`src/rtl/instr_buffer_reader.sv`:
```
// Read-side controller for the ESM instruction buffer: tracks the circular-buffer pointers and
// occupancy, and presents one registered instruction at a time over a valid/ready handshake.
module instr_buffer_reader #(
  parameter int unsigned Instruction_word_size = 16,
  parameter int unsigned bs                    = 16
) (
  input  logic                             clk,
  input  logic                             rst,
  input  logic                             wr_en,
  output logic [$clog2(bs)-1:0]            wr_index,
  output logic [$clog2(bs)-1:0]            rd_index,
  input  logic [Instruction_word_size-1:0] buf_data,
  output logic [Instruction_word_size-1:0] instr_out,
  output logic                             instr_valid,
  input  logic                             instr_ready,
  input  logic                             flush,
  output logic [$clog2(bs):0]              count,
  output logic                             empty,
  output logic                             full,
  output logic                             overflow
);

  localparam int unsigned AW     = $clog2(bs);
  localparam int unsigned CountW = AW + 1;
  localparam logic [AW:0] CountFull = CountW'(bs);

  typedef enum logic [0:0] {StEmpty, StHold} state_e;

  state_e                           state_q, state_d;
  logic [AW-1:0]                    wr_ptr_q, wr_ptr_d;
  logic [AW-1:0]                    rd_ptr_q, rd_ptr_d;
  logic [AW:0]                      count_q, count_d;
  logic [Instruction_word_size-1:0] instr_q, instr_d;
  logic                             overflow_q, overflow_d;

  logic accept;
  logic load;

  // Status outputs depend only on registered state.
  assign wr_index    = wr_ptr_q;
  assign rd_index    = rd_ptr_q;
  assign count       = count_q;
  assign empty       = (count_q == '0);
  assign full        = (count_q == CountFull);
  assign instr_out   = instr_q;
  assign instr_valid = (state_q == StHold);
  assign overflow    = overflow_q;

  // A write in the same edge as a load from full is rejected: accept sees the pre-edge full.
  assign accept = wr_en && !full;
  assign load   = !empty && (!instr_valid || instr_ready);

  always_comb begin
    state_d    = state_q;
    wr_ptr_d   = wr_ptr_q;
    rd_ptr_d   = rd_ptr_q;
    count_d    = count_q;
    instr_d    = instr_q;
    overflow_d = overflow_q;

    if (flush) begin
      state_d  = StEmpty;
      wr_ptr_d = '0;
      rd_ptr_d = '0;
      count_d  = '0;
    end else begin
      if (wr_en && full) begin
        overflow_d = 1'b1;
      end
      if (accept) begin
        wr_ptr_d = wr_ptr_q + 1'b1;
      end
      unique case ({accept, load})
        2'b10:   count_d = count_q + 1'b1;
        2'b01:   count_d = count_q - 1'b1;
        default: count_d = count_q;
      endcase
      unique case (state_q)
        StEmpty: begin
          if (load) begin
            state_d = StHold;
          end
        end
        StHold: begin
          if (!load && instr_ready) begin
            state_d = StEmpty;
          end
        end
        default: state_d = StEmpty;
      endcase
      if (load) begin
        instr_d  = buf_data;
        rd_ptr_d = rd_ptr_q + 1'b1;
      end
    end
  end

  always_ff @(posedge clk) begin
    if (rst) begin
      state_q    <= StEmpty;
      wr_ptr_q   <= '0;
      rd_ptr_q   <= '0;
      count_q    <= '0;
      instr_q    <= '0;
      overflow_q <= 1'b0;
    end else begin
      state_q    <= state_d;
      wr_ptr_q   <= wr_ptr_d;
      rd_ptr_q   <= rd_ptr_d;
      count_q    <= count_d;
      instr_q    <= instr_d;
      overflow_q <= overflow_d;
    end
  end

endmodule

```
`config.mk`:
```
export PLATFORM = sky130hd
export DESIGN_NAME = instr_buffer_reader
export DESIGN_NICKNAME = d
export VERILOG_FILES = /design/src/rtl/instr_buffer_reader.sv
export SDC_FILE = /design/constraint.sdc
export NUM_CORES = 1
export LEC_CHECK = 0
export CORE_MARGIN = 2
export CORE_UTILIZATION = 49
export DETAILED_ROUTE_END_ITERATION = 8
export DONT_BUFFER_PORTS = 1
export GPL_ROUTABILITY_DRIVEN = 0
export GPL_TIMING_DRIVEN = 0
export PLACE_DENSITY_LB_ADDON = 0.3
export SYNTH_ARGS = -nofsm -noshare
export SYNTH_HDL_FRONTEND = slang
export SYNTH_SLANG_ARGS = --single-unit
```
`constraint.sdc`:
```
create_clock -name clk -period 7.45 [get_ports clk]
set_clock_uncertainty 0.2 [all_clocks]
set_input_delay 0.745 -clock clk [delete_from_list [all_inputs] [get_ports clk]]
set_output_delay 0.745 -clock clk [all_outputs]
set_load 0.01 [all_outputs]
```
# --- Yosys cells after proc, flatten, opt, wreduce, memory -nomap -nowiden ---
# Index checks and enable logic that the tools add are counted.
# W data, S select, Z words.
totals:
  in_bits: 21
  output_inout_bits: 33
  word_cells: 33
  regBits: 31
op_classes:
  addsub: 4
  bitwise: 2
  n_eq_ne: 3
  n_reduce_logical: 14
  n_mux: 4
op_table:
  columns: ["cell", "count"]
  rows:
  - ["$pmux W5 S2", 1]
  - ["$add A4 B1 Y4 const B", 2]
  - ["$add A5 B1 Y5 const B", 1]
  - ["$eq A5 B5 Y1 const B", 1]
  - ["$logic_not A5 Y1", 1]
  - ["$sub A5 B1 Y5 const B", 1]
  - ["$logic_and A1 B1 Y1", 4]
  - ["$logic_not A1 Y1", 4]
  - ["$reduce_and A2 Y1", 2]
  - ["$eq A2 B1 Y1 const B", 1]
  - ["$eq A2 B2 Y1 const B", 1]
  - ["$mux W1", 2]
  - ["$not A1 Y1", 2]
  - ["$pmux W1 S2", 1]
  - ["$reduce_bool A2 Y1", 1]
  - ["$reduce_or A2 Y1", 1]
  - ["$logic_or A1 B1 Y1", 1]

# --- Longest topological paths before layout ---
logic_depth:
  word_depth: 7
  mapped_depth: 11
  ltp_nobuf: 10

# --- Worst setup path before layout ---
# Ideal clock, no wire load.
synth_timing:
  kind: "register to register"
  startpoint: "register count_q[0], in the netlist count[0]"
  endpoint: "register count_q[4], in the netlist count[4]"
  t_required_ps: 7178
  slack_ps: 4549
  synth_period_minus_slack_ps: 2901
  stages_incl_launch_ff: 11
  arrival_time_ps: 2630
  setup_ps: 72
  path_buffers: 1
  cell_sequence: "dfxtp_1 or4_1 buf_2 o21ai_1 inv_1 ha_1 ha_1 or2_2 o22ai_1 mux2i_1 mux2i_1"
synth_between:
  elab_chain_cells: 5
  elab_cells_between_ends: 12
  cone_classes: "2 x add/sub; 3 x eq/ne; 1 x mux; 6 x reduce/logical"
synth_rtl:
  columns: ["item", "line_no", "text"]
  rows:
  - ["from (decl)", "32", "logic [AW:0] count_q, count_d;"]
  - ["from (signal assigned)", "110", "count_q <= count_d;"]
  - ["$logic_not A5 Y1 *", "43", "assign empty = (count_q == '0);"]
  - ["$logic_not A1 Y1 *", "51", "assign load = !empty && (!instr_valid || instr_ready);"]
  - ["$logic_and A1 B1 Y1 *", "51", null]
  - ["via load", "37", "logic load;"]
  - ["$eq A2 B1 Y1 or $eq A2 B2 Y1 (tied branches)", "73", "unique case ({accept, load})"]
  - ["$pmux W5 S2 or $reduce_bool A2 Y1 (tied branches)", null, null]
# The timed path passes the listed nets; every way through them passes the cells marked *.
# A chain may end at the register's enable or synchronous reset.

# --- Worst setup path in the final report ---
# Same ends and word-level chain as after synthesis.

==> flow_summary.toml <==
[logic_synthesis]
seq_area_frac_synth = 0.455
yosysWarnings = 0
yosysTopAreaCell = "dfxtp_1"
synth.distinct_cells = 29
syn-num-nets = 170
yosys-top-cells-area = "dfxtp_1, mux2i_1, nor2_1"
synth_top_area_frac = 0.455
synth.cell_area_um2 = 1360
syn_inst = 142
ys_ff_latch = 31
syn_area_per_cell_um2 = 9.60

[cts]
cts-buffers-inserted = 5
cts_tree = "done"
htreeDepth = 2
clk_pin_slew_ns = 0.10
hold_buffers = 0
cts_num_sinks = 31
cts-root-buf = "clkbuf_4"
postCtsSetupBuffers = 0
clock_latency_ns = 0.33
clk_path_buf_depth = 2
cts_resized = 0

[hold_path]
hp-class = "reg -> reg"

[final_layout]
fin_nets = 177
area.growth.synth_to_final_pct = 9.18
layout_common_cells = "nor2_1, dfxtp_1, mux2i_1, inv_1, ha_1"
final_area_um2 = 1490
final.fill_count = 263
final_common_cell = "nor2_1"
diodes = 0
drive_gt1_frac = 0.0867

[routing]
drc = 0
viasPerCell = 5.47
vias = 990
post_drt_wl_per_cell_um = 13.9
drtIter0Drc = 18
drt-total-wl_um = 2520
ant_nets = 0
dr.pass1.iters = 4

[sta]
rsz0062_at_grt = "false"
max_slew_margin = 0.662
fmax_ghz = 0.317
period_minus_slack_ns = 3.16
finalSetupViolCount = 0
drv_slew = 0
fin_crit_sh = 0.424
hold_violations = 0
tns_ns = 0
worstMarginPinSlew_ns = 0.507

[critical_path]
path_buf_inv = 2
start_kind = "flop"
path_max_fanout = 8
crit_family = "simple AND/OR/NAND/NOR gates"
crit_required_ns = 7.51
path_cells = "or4_1, buf_2, o21ai_1, inv_1, ha_1, ha_1, or2_2, o22ai_1, mux2i_1, mux2i_1"
endpoint_kind = "flop"
cp.arrival_ns = 3.22
crit_type = "reg -> reg"
critPathSlowestCell = "or4_1"
slowest_delay_ns = 0.54

[floorplanning]
rows = 19
dieWidth_um = 56.7
io_pins = 54
die-area_um2 = 3220
initial_core_util = 0.507
fp.dieH_um = 56.7
core_um2 = 2690

[global_route]
grt_pass1_vias = 967
grt_max_degree = 11
grt.total_usage = 0.164
grt_first_pass_wirelength_um = 4010
grt_use_met1 = 0.178
grt_use_met2 = 0.264
busiest_layer = "met2"
antenna_found_initial = 0
met3_usage = 0.0691
gr-total-overflow = 0

[power_and_ir_drop]
peakVddDrop_mv = 0.217
leakagePower_nw = 0.634
powerDensity_nw_per_um2 = 313

[outcome]
status = "complete, no violations"

[run]
maxCapViolations = 0

[placement]
place.port_buffers = 0
place_area_um2 = 1400
dp_hpwl_um = 1900
-- Yosys cell counts --
library cell	n
a21o_1	1
a21oi_1	4
a31oi_1	1
and3_1	1
buf_12	1
buf_2	1
buf_6	1
clkbuf_1	4
dfxtp_1	31
fa_1	1
ha_1	6
inv_1	7
mux2i_1	20
nand2_1	3
nand2b_1	1
nand3_1	3
nand4b_1	1
nor2_1	33
nor2b_1	2
nor3_1	1
o211a_1	1
o211ai_1	4
o21a_1	1
o21ai_1	1
o22ai_1	1
or2_2	2
or4_1	3
xnor2_1	1
xor2_1	5
-- tightest hold or removal path, stage by stage, from the launching register on --
cell and delay, ns:
dfxtp_1 0.36, o211ai_1 0.10, nand2_1 0.05
-- per-stage QoR --
step	power, W	worst slack, ns	hold slack, ns	instances	utilization
6_report	0.000465	4.29	0.350	181	0.554
2_1_floorplan	0.000312	4.55	0.300	142	-
4_1_cts	0.000471	4.26	0.348	181	0.554
5_1_grt	0.000495	4.09	0.339	181	0.554
3_3_place_gp	0.000328	4.33	0.322	173	0.522
3_5_place_dp	0.000333	4.30	0.338	173	0.522
-- path summary, 6_finish.rpt --
kind / from / end / slack (ns) / cells past startpoint
worst max-delay path: count[0] / count[4] / 4.29 / 10
worst min-delay path: rd_index[3] / rd_index[3] / 0.35 / 2
worst max register to register: count[0] / count[4] / 4.29 / 10
worst min register to register: rd_index[3] / rd_index[3] / 0.35 / 2
-- cell families after synthesis --
kind of cell	synth area share
xor+xnor	0.0386
buf+inv	0.0569
mux	0.147
simple gates	0.164
fa+ha+maj	0.0698
flops	0.455
compound gates	0.0680
-- flip-flops by register name, summed over array words and instances, names as in the netlist --
name,cells
instr_out,16
count,5
rd_index,4
wr_index,4
instr_valid,1
overflow,1
-- per-layer routing --
| layer | up-vias | part of all wire |
|---|---|---|
| li1 | 490 | - |
| met1 | 452 | 0.41 |
| met2 | 41 | 0.48 |
| met3 | 7 | 0.086 |
| met4 | 0 | 0.019 |
| met5 | - | 0 |
-- report_power, final --
group	internal, W	switching [W]
registers	0.000184	0.0000236
clock network	0.0000793	0.0000575
logic	0.0000543	0.0000667
-- final cells by class --
class	count	area [um^2]	area share
Multi-Input combinational cell	97	664	0.447
Sequential cell	31	621	0.417
Clock buffer	6	51.3	0.0345
Buffer	7	51.3	0.0345
Tap cell	31	38.8	0.0261
Clock inverter	2	35.0	0.0235
Inverter	7	26.3	0.0177
Power figures use the tool's default switching activity.
